`config.mk`:
```
export PLATFORM = sky130hd
export DESIGN_NAME = axi4_stream_pkt_gen_flat
export DESIGN_NICKNAME = d
export VERILOG_FILES = /design/src/rtl/axi4_stream_pkt_gen_pkg.sv /design/src/rtl/axi4_stream_if.sv /design/src/rtl/axi4_stream_pkt_gen_word.sv /design/src/rtl/axi4_stream_pkt_gen.sv /design/src/flat_wrapper.sv
export SDC_FILE = /design/constraint.sdc
export NUM_CORES = 1
export LEC_CHECK = 0
export ABC_AREA = 1
export CORE_MARGIN = 10
export CORE_UTILIZATION = 56
export CTS_BUF_LIST = sky130_fd_sc_hd__clkbuf_16
export DETAILED_ROUTE_END_ITERATION = 16
export PLACE_DENSITY = 0.85
export SYNTH_ARGS = -nofsm -noshare
export SYNTH_HDL_FRONTEND = slang
export SYNTH_SLANG_ARGS = --single-unit
export TNS_END_PERCENT = 1
```
`constraint.sdc`:
```
create_clock -name clk_i -period 4.4 [get_ports clk_i]
set_input_delay 0.66 -clock clk_i [delete_from_list [all_inputs] [get_ports clk_i]]
set_output_delay 0.66 -clock clk_i [all_outputs]
set_load 0.01 [all_outputs]
```
`src/rtl/axi4_stream_pkt_gen_pkg.sv`:
```
// Shared types and helpers for the AXI4-Stream packet generator.
//   state_e   : generator FSM states (idle, sending words, inter-packet gap)
//   last_keep : byte-enable mask for the final word of a packet
package axi4_stream_pkt_gen_pkg;

  typedef enum logic [1:0] {
    StIdle,
    StSend,
    StGap
  } state_e;

  // Widest keep mask the helper can produce; callers slice the low bytes they need.
  localparam int unsigned MaxKeepW = 128;

  // Low 'rem' bits set; a zero remainder means the last word is full.
  function automatic logic [MaxKeepW-1:0] last_keep(input int unsigned rem,
                                                    input int unsigned bytes);
    logic [MaxKeepW-1:0] m;
    for (int unsigned i = 0; i < MaxKeepW; i++) begin
      m[i] = (rem == 0) ? (i < bytes) : (i < rem);
    end
    return m;
  endfunction

endpackage

```
`src/rtl/axi4_stream_if.sv`:
```
// AXI4-Stream bundle.
//   master modport : drives tvalid and payload, samples tready
//   slave modport  : samples tvalid and payload, drives tready
interface axi4_stream_if #(
  parameter int unsigned TDATA_WIDTH = 32,
  parameter int unsigned TUSER_WIDTH = 1,
  parameter int unsigned TDEST_WIDTH = 1,
  parameter int unsigned TID_WIDTH   = 1
) ();
  logic                     tvalid;
  logic                     tready;
  logic [TDATA_WIDTH-1:0]   tdata;
  logic [TDATA_WIDTH/8-1:0] tkeep;
  logic [TDATA_WIDTH/8-1:0] tstrb;
  logic                     tlast;
  logic [TUSER_WIDTH-1:0]   tuser;
  logic [TDEST_WIDTH-1:0]   tdest;
  logic [TID_WIDTH-1:0]     tid;

  modport master (
    output tvalid, tdata, tkeep, tstrb, tlast, tuser, tdest, tid,
    input  tready
  );

  modport slave (
    input  tvalid, tdata, tkeep, tstrb, tlast, tuser, tdest, tid,
    output tready
  );
endinterface

```
`src/rtl/axi4_stream_pkt_gen_word.sv`:
```
// Combinational word builder for the packet generator.
//   word_idx_i : index of the word within the packet
//   pkt_size_i : packet length in bytes
//   last_i     : this is the final word of the packet
//   tdata_o    : byte lane j carries (word_idx_i * bytes + j)[7:0], 0 outside tkeep
//   tkeep_o    : all ones, or the remainder mask on the last word
//   tlast_o    : copy of last_i
module axi4_stream_pkt_gen_word
  import axi4_stream_pkt_gen_pkg::*;
#(
  parameter int unsigned TDATA_WIDTH    = 32,
  parameter int unsigned PKT_SIZE_WIDTH = 16
) (
  input  logic [PKT_SIZE_WIDTH-1:0]  word_idx_i,
  input  logic [PKT_SIZE_WIDTH-1:0]  pkt_size_i,
  input  logic                       last_i,
  output logic [TDATA_WIDTH-1:0]     tdata_o,
  output logic [TDATA_WIDTH/8-1:0]   tkeep_o,
  output logic                       tlast_o
);
  localparam int unsigned BytesW = TDATA_WIDTH / 8;

  logic [MaxKeepW-1:0] mask_full;
  int unsigned         base;

  always_comb begin
    mask_full = last_keep(32'(pkt_size_i) % BytesW, BytesW);
    tkeep_o   = last_i ? mask_full[BytesW-1:0] : '1;
    tlast_o   = last_i;
    base      = 32'(word_idx_i) * BytesW;
    tdata_o   = '0;
    for (int unsigned j = 0; j < BytesW; j++) begin
      tdata_o[8*j +: 8] = tkeep_o[j] ? 8'(base + j) : 8'h00;
    end
  end
endmodule

```
`src/rtl/axi4_stream_pkt_gen.sv`:
```
// AXI4-Stream packet generator with deterministic byte pattern.
//   clk_i, rst_i      : clock, asynchronous active-low reset
//   start_i, stop_i   : start pulse (ignored while busy), sticky stop after current packet
//   pkt_size_i        : packet bytes; pkts_amount_i: packet count, 0 = continuous
//   gap_i             : idle cycles between packets; tdest_i/tid_i: routing fields
//   busy_o            : high while a run is in progress
//   pkts_sent_o       : packets whose last word handshook since reset
//   pkt_o             : generated stream (all outputs registered)
module axi4_stream_pkt_gen
  import axi4_stream_pkt_gen_pkg::*;
#(
  parameter int unsigned TDATA_WIDTH    = 32,
  parameter int unsigned TUSER_WIDTH    = 1,
  parameter int unsigned TDEST_WIDTH    = 1,
  parameter int unsigned TID_WIDTH      = 1,
  parameter int unsigned PKT_SIZE_WIDTH = 16,
  parameter int unsigned GAP_WIDTH      = 8
) (
  input  logic                      clk_i,
  input  logic                      rst_i,
  input  logic                      start_i,
  input  logic                      stop_i,
  input  logic [PKT_SIZE_WIDTH-1:0] pkt_size_i,
  input  logic [15:0]               pkts_amount_i,
  input  logic [GAP_WIDTH-1:0]      gap_i,
  input  logic [TDEST_WIDTH-1:0]    tdest_i,
  input  logic [TID_WIDTH-1:0]      tid_i,
  output logic                      busy_o,
  output logic [31:0]               pkts_sent_o,
  axi4_stream_if.master             pkt_o
);
  localparam int unsigned BytesW = TDATA_WIDTH / 8;

  state_e                    state_q;
  logic [PKT_SIZE_WIDTH-1:0] size_q, word_q;
  logic [15:0]               remaining_q;
  logic                      cont_q, stop_pend_q, busy_q;
  logic [GAP_WIDTH-1:0]      gap_q, gap_cnt_q;
  logic [31:0]               pkts_sent_q;
  logic                      tvalid_q, tlast_q, tuser0_q;
  logic [TDATA_WIDTH-1:0]    tdata_q;
  logic [BytesW-1:0]         tkeep_q;
  logic [TDEST_WIDTH-1:0]    tdest_q;
  logic [TID_WIDTH-1:0]      tid_q;

  logic                      hs, start_ok, stop_eff, final_pkt, gap_end;
  logic                      load_word, drop_word;
  logic [PKT_SIZE_WIDTH-1:0] bld_idx, bld_size;
  int unsigned               nwords_m1;
  logic                      bld_last;
  logic [TDATA_WIDTH-1:0]    bld_tdata;
  logic [BytesW-1:0]         bld_tkeep;
  logic                      bld_tlast;

  always_comb begin
    hs        = tvalid_q & pkt_o.tready;
    start_ok  = (state_q == StIdle) && start_i && (pkt_size_i != '0);
    stop_eff  = stop_pend_q | stop_i;
    final_pkt = (!cont_q && (remaining_q == 16'd1)) || stop_eff;
    gap_end   = (state_q == StGap) && (gap_cnt_q == GAP_WIDTH'(1));
    // In idle the size is not latched yet, so build the first word from the input.
    bld_size  = (state_q == StIdle) ? pkt_size_i : size_q;
    bld_idx   = ((state_q == StSend) && !tlast_q) ? word_q + PKT_SIZE_WIDTH'(1) : '0;
    nwords_m1 = (32'(bld_size) + BytesW - 1) / BytesW - 1;
    bld_last  = (32'(bld_idx) == nwords_m1);
    load_word = start_ok
              | ((state_q == StSend) && hs && (!tlast_q || (!final_pkt && (gap_q == '0))))
              | (gap_end && !stop_eff);
    drop_word = ((state_q == StSend) && hs && tlast_q && (final_pkt || (gap_q != '0)))
              | (gap_end && stop_eff);
  end

  axi4_stream_pkt_gen_word #(
    .TDATA_WIDTH   (TDATA_WIDTH),
    .PKT_SIZE_WIDTH(PKT_SIZE_WIDTH)
  ) u_word (
    .word_idx_i(bld_idx),
    .pkt_size_i(bld_size),
    .last_i    (bld_last),
    .tdata_o   (bld_tdata),
    .tkeep_o   (bld_tkeep),
    .tlast_o   (bld_tlast)
  );

  always_ff @(posedge clk_i or negedge rst_i) begin
    if (!rst_i) begin
      state_q     <= StIdle;
      size_q      <= '0;
      word_q      <= '0;
      remaining_q <= '0;
      cont_q      <= 1'b0;
      stop_pend_q <= 1'b0;
      busy_q      <= 1'b0;
      gap_q       <= '0;
      gap_cnt_q   <= '0;
      pkts_sent_q <= '0;
      tvalid_q    <= 1'b0;
      tlast_q     <= 1'b0;
      tuser0_q    <= 1'b0;
      tdata_q     <= '0;
      tkeep_q     <= '0;
      tdest_q     <= '0;
      tid_q       <= '0;
    end else begin
      if (busy_q && stop_i) stop_pend_q <= 1'b1;

      unique case (state_q)
        StIdle: begin
          if (start_ok) begin
            size_q      <= pkt_size_i;
            remaining_q <= pkts_amount_i;
            cont_q      <= (pkts_amount_i == 16'd0);
            gap_q       <= gap_i;
            tdest_q     <= tdest_i;
            tid_q       <= tid_i;
            word_q      <= '0;
            busy_q      <= 1'b1;
            stop_pend_q <= 1'b0;
            state_q     <= StSend;
          end
        end
        StSend: begin
          if (hs) begin
            if (!tlast_q) begin
              word_q <= word_q + PKT_SIZE_WIDTH'(1);
            end else begin
              pkts_sent_q <= pkts_sent_q + 32'd1;
              if (!cont_q) remaining_q <= remaining_q - 16'd1;
              word_q <= '0;
              if (final_pkt) begin
                state_q     <= StIdle;
                busy_q      <= 1'b0;
                stop_pend_q <= 1'b0;
              end else if (gap_q != '0) begin
                state_q   <= StGap;
                gap_cnt_q <= gap_q;
              end
            end
          end
        end
        StGap: begin
          if (gap_end) begin
            if (stop_eff) begin
              state_q     <= StIdle;
              busy_q      <= 1'b0;
              stop_pend_q <= 1'b0;
            end else begin
              state_q <= StSend;
            end
          end else begin
            gap_cnt_q <= gap_cnt_q - GAP_WIDTH'(1);
          end
        end
        default: state_q <= StIdle;
      endcase

      // Registered output stage; payload only changes on a load, so it holds while stalled.
      if (load_word) begin
        tvalid_q <= 1'b1;
        tdata_q  <= bld_tdata;
        tkeep_q  <= bld_tkeep;
        tlast_q  <= bld_tlast;
        tuser0_q <= (bld_idx == '0);
      end else if (drop_word) begin
        tvalid_q <= 1'b0;
        tdata_q  <= '0;
        tkeep_q  <= '0;
        tlast_q  <= 1'b0;
        tuser0_q <= 1'b0;
      end
    end
  end

  always_comb begin
    pkt_o.tuser    = '0;
    pkt_o.tuser[0] = tuser0_q;
  end

  assign pkt_o.tvalid = tvalid_q;
  assign pkt_o.tdata  = tdata_q;
  assign pkt_o.tkeep  = tkeep_q;
  assign pkt_o.tstrb  = tkeep_q;
  assign pkt_o.tlast  = tlast_q;
  assign pkt_o.tdest  = tdest_q;
  assign pkt_o.tid    = tid_q;
  assign busy_o       = busy_q;
  assign pkts_sent_o  = pkts_sent_q;
endmodule
```
`src/flat_wrapper.sv`:
```
// flat-port wrapper written by rule: the top's interface ports become plain ports
module axi4_stream_pkt_gen_flat import axi4_stream_pkt_gen_pkg::*;
#(
  parameter int unsigned TDATA_WIDTH    = 32,
  parameter int unsigned TUSER_WIDTH    = 1,
  parameter int unsigned TDEST_WIDTH    = 1,
  parameter int unsigned TID_WIDTH      = 1,
  parameter int unsigned PKT_SIZE_WIDTH = 16,
  parameter int unsigned GAP_WIDTH      = 8
)
  (clk_i, rst_i, start_i, stop_i, pkt_size_i, pkts_amount_i, gap_i, tdest_i, tid_i, busy_o, pkts_sent_o, pkt_o_tvalid, pkt_o_tdata, pkt_o_tkeep, pkt_o_tstrb, pkt_o_tlast, pkt_o_tuser, pkt_o_tdest, pkt_o_tid, pkt_o_tready);
  axi4_stream_if #(.TDATA_WIDTH(TDATA_WIDTH), .TUSER_WIDTH(TUSER_WIDTH), .TDEST_WIDTH(TDEST_WIDTH), .TID_WIDTH(TID_WIDTH)) pkt_o_i ();
  input  logic clk_i;
  input  logic rst_i;
  input  logic start_i;
  input  logic stop_i;
  input  logic [PKT_SIZE_WIDTH-1:0] pkt_size_i;
  input  logic [15:0] pkts_amount_i;
  input  logic [GAP_WIDTH-1:0] gap_i;
  input  logic [TDEST_WIDTH-1:0] tdest_i;
  input  logic [TID_WIDTH-1:0] tid_i;
  output logic busy_o;
  output logic [31:0] pkts_sent_o;
  output wire logic [$bits(pkt_o_i.tvalid)-1:0] pkt_o_tvalid;
  output wire logic [$bits(pkt_o_i.tdata)-1:0] pkt_o_tdata;
  output wire logic [$bits(pkt_o_i.tkeep)-1:0] pkt_o_tkeep;
  output wire logic [$bits(pkt_o_i.tstrb)-1:0] pkt_o_tstrb;
  output wire logic [$bits(pkt_o_i.tlast)-1:0] pkt_o_tlast;
  output wire logic [$bits(pkt_o_i.tuser)-1:0] pkt_o_tuser;
  output wire logic [$bits(pkt_o_i.tdest)-1:0] pkt_o_tdest;
  output wire logic [$bits(pkt_o_i.tid)-1:0] pkt_o_tid;
  input wire logic [$bits(pkt_o_i.tready)-1:0] pkt_o_tready;
  assign pkt_o_tvalid = pkt_o_i.tvalid;
  assign pkt_o_tdata = pkt_o_i.tdata;
  assign pkt_o_tkeep = pkt_o_i.tkeep;
  assign pkt_o_tstrb = pkt_o_i.tstrb;
  assign pkt_o_tlast = pkt_o_i.tlast;
  assign pkt_o_tuser = pkt_o_i.tuser;
  assign pkt_o_tdest = pkt_o_i.tdest;
  assign pkt_o_tid = pkt_o_i.tid;
  assign pkt_o_i.tready = pkt_o_tready;
  axi4_stream_pkt_gen #(.TDATA_WIDTH(TDATA_WIDTH), .TUSER_WIDTH(TUSER_WIDTH), .TDEST_WIDTH(TDEST_WIDTH), .TID_WIDTH(TID_WIDTH), .PKT_SIZE_WIDTH(PKT_SIZE_WIDTH), .GAP_WIDTH(GAP_WIDTH)) u_core (.clk_i(clk_i), .rst_i(rst_i), .start_i(start_i), .stop_i(stop_i), .pkt_size_i(pkt_size_i), .pkts_amount_i(pkts_amount_i), .gap_i(gap_i), .tdest_i(tdest_i), .tid_i(tid_i), .busy_o(busy_o), .pkts_sent_o(pkts_sent_o), .pkt_o(pkt_o_i));
endmodule
```
==> out/qor.yml <==
grt_max_degree: 79
crit_path_start_kind: "flip-flop"
ir_drop_mv: 0.3696
power_w: 0.006733
finalHoldViolations: 0
num_rows: 45
crit_required_ps: 4690
portBuffers: 120
rsz0062_at_grt: "no"
syn_area_mm2: 0.008751
drtAntennaViolNets: 0
critPathKind: "reg2reg"
grtUsageMet2: 0.3709
antennaDiodeCount: 0
die_w_um: 145.0
maxCapViolCount: 0
dp_slack_ps: 345.9
r2r-end: "u_core.pkt_o.tdata[18]"
core-area_mm2: 0.01526
avgSynthCellArea_um2: 7.086
synth_edf_count: 0
vias: 8447
drcViolationCount: 0
drtIter0Drc: 643
synthDistinctLibCells: 49
synth-seq-cells: 133
powerDensity_mw_per_mm2: 633.4
post_drt_wl_per_cell_um: 14.33
reg2reg_slack_ps: 460
fin_ws_ps: 463.0
yosys.area.top_type_share: 0.3803
synth-seq-area-share: 0.3803
root_buffer: "clkbuf_16"
final.min_clock_period_ps: 3937
reg2reg_depth: 25
dieArea_mm2: 0.02103
dp_hpwl_um: 16750
p_leak_nw: 5.183
cts.sinks: 133
max_freq_mhz: 254.0
drt-pass1-iter-count: 7
drive_gt1_frac: 0.09051
yosysTopAreaCell: "dfrtp_1"
clockBufferDepth: 2
start_util: 0.5735
grtUsageMet3: 0.04160
mostFrequentLayoutCells: "nand2_1, inv_1, dfrtp_1"
hold_class: "in2async"
antenna_found_initial: 0
overflow: 0
arrival_ps: 4230
busiest_layer: "met2"
finalMaxSlewViolations: 0
gp_congestion: 0.9235
io_pins: 125
cts-hold-fix-buffers: 0
slew_headroom: 0.4488
grt_pass1_wl_um: 38440
clkSlewWorstSetupHoldPaths_ps: 60
critPathMaxFanout: 25
die_y_um: 145.0
postSynthCellCount: 1235
clock_latency_ps: 420
grt_pass1_vias: 8313
rr_startpoint: "u_core.state_q[0]"
drt-total-wl_um: 22500
final-setup-viol-count: 0
cts_tree: "yes"
cts_buffers: 17
finalNetCount: 1409
post_drt_via_cell_ratio: 5.380
yosys_warnings: 0
period_share: 0.8948
synth_ff_type: "dfrtp_1"
synthArstFlopShare: 1.000
synth_area_leaders: "dfrtp_1, nand2_1, inv_1, o21ai_0, nand3_1"
syn_to_final_growth_pct: 21.46
status: "complete, no violations"
fin_setup_tns_ps: 0
crit_path_end_kind: "flip-flop"
grt_usage: 0.2131
worst_slew_pin_slew_ps: 826.8
final_common_cell: "nand2_1"
skew_ps: 9.439
met1_usage: 0.2598
cts-htree-levels: 4
-- through the flow --
step	util	area, um^2	hold WS [ps]	cells
final	0.6966	10630	250.2	1570
after global routing	0.6966	10630	306.7	1570
after CTS	0.6963	10620	295.5	1570
after detailed placement	0.6599	10070	465.6	1538
after global placement	0.6599	10070	460.4	1538
after floorplan	-	8762	364.4	1238
-- Yosys cell counts, drive strengths merged, types with 2 or more instances --
cell type / n
nand2: 441
inv: 139
dfrtp: 133
nor2: 126
o21ai: 95
nand3: 87
xor2: 28
nand4: 26
a21oi: 22
clkbuf: 21
buf: 18
nor3: 18
ha: 16
nor4: 15
xnor2: 10
nand3b: 5
o211ai: 4
a22oi: 3
o21a: 3
o21bai: 3
o22ai: 3
o31ai: 3
a31oi: 2
clkinv: 2
o221ai: 2
or2: 2
-- final cells by class --
cell class              count  area (um^2)
repair buffers            128         1262
clock inverters            15        130.1
well taps                 211        264.0
inverters                 141        529.3
flip-flops and latches    133         3328
clock buffers              17        425.4
multi-input cells         925         4690
fillers                  1195         4629
-- per-layer routing --
metal  vias up  wire length (um)
met4         0               412
met5         -                 0
met3        36              1278
met1      3950              9669
li1       4174                 -
met2       287             11140
-- where the power goes --
group	leakage [nW]	switching, W	internal (W)
clock	0.271	0.000568	0.000780
combinational	3.21	0.00239	0.00122
sequential	1.70	0.000239	0.00154
-- timing repair --
item                                    in CTS  in global routing
resized for setup                            0                  2
setup buffers                                0                  0
endpoints found under the setup margin       0                 21
-- flip-flops by register name (all words and copies together) (netlist names) --
| signal | flops |
|---|---|
| u_core.pkt_o.tuser | 1 |
| u_core.pkt_o.tkeep | 3 |
| u_core.pkt_o.tlast | 1 |
| u_core.busy_o | 1 |
| u_core.size_q | 16 |
| u_core.state_q | 2 |
| u_core.pkt_o.tid | 1 |
| u_core.remaining_q | 16 |
| u_core.stop_pend_q | 1 |
| u_core.gap_q | 8 |
| u_core.cont_q | 1 |
| u_core.pkt_o.tdata | 25 |
| u_core.pkts_sent_o | 32 |
| u_core.pkt_o.tdest | 1 |
| u_core.word_q | 16 |
| u_core.gap_cnt_q | 8 |
-- logic make-up after synthesis --
kind of cell	synth area share
and+or+nand+nor	0.3755
DFF	0.3803
buffers and inverters	0.08622
xor gates and xnor gates	0.03803
adders and majority gates	0.02288
AOI/OAI and AO/OA	0.09537
other	0.0004285
muxes	0.001287
-- worst max-delay path: stages, from the launching register on --
cell and delay, ps:
dfrtp_1 420, inv_1 100, ha_2 300, buf_4 320, nand2_1 110, nand2_2 130
ha_1 200, xor2_1 320, ha_1 230, nand2_1 110, inv_1 80, nand2_1 60
nor2_1 80, nand2_1 120, nor2_4 180, nand2_2 80, nand2_1 80, nand2_1 50
nand2_1 50, nand2_1 70, nor2_2 110, nand2_2 90, nor2_8 160, nand4_4 150
nand2_1 100, nand2_1 80
-- worst max-delay path by stage --
| stage | to | slack (ps) | from |
|---|---|---|---|
| detailed placement | u_core.pkt_o.tdata[11] | 350 | pkt_size_i[2] |
| finish | u_core.pkt_o.tdata[18] | 460 | u_core.state_q[0] |
| floorplan | u_core.pkt_o.tdata[10] | 1090 | u_core.state_q[0] |
| global placement | u_core.pkt_o.tdata[12] | 460 | pkt_size_i[2] |
| global route | u_core.pkt_o.tdata[29] | 8 | u_core.state_q[1] |
| CTS | u_core.pkt_o.tdata[18] | 320 | u_core.state_q[0] |
Power figures use the tool's default switching activity.
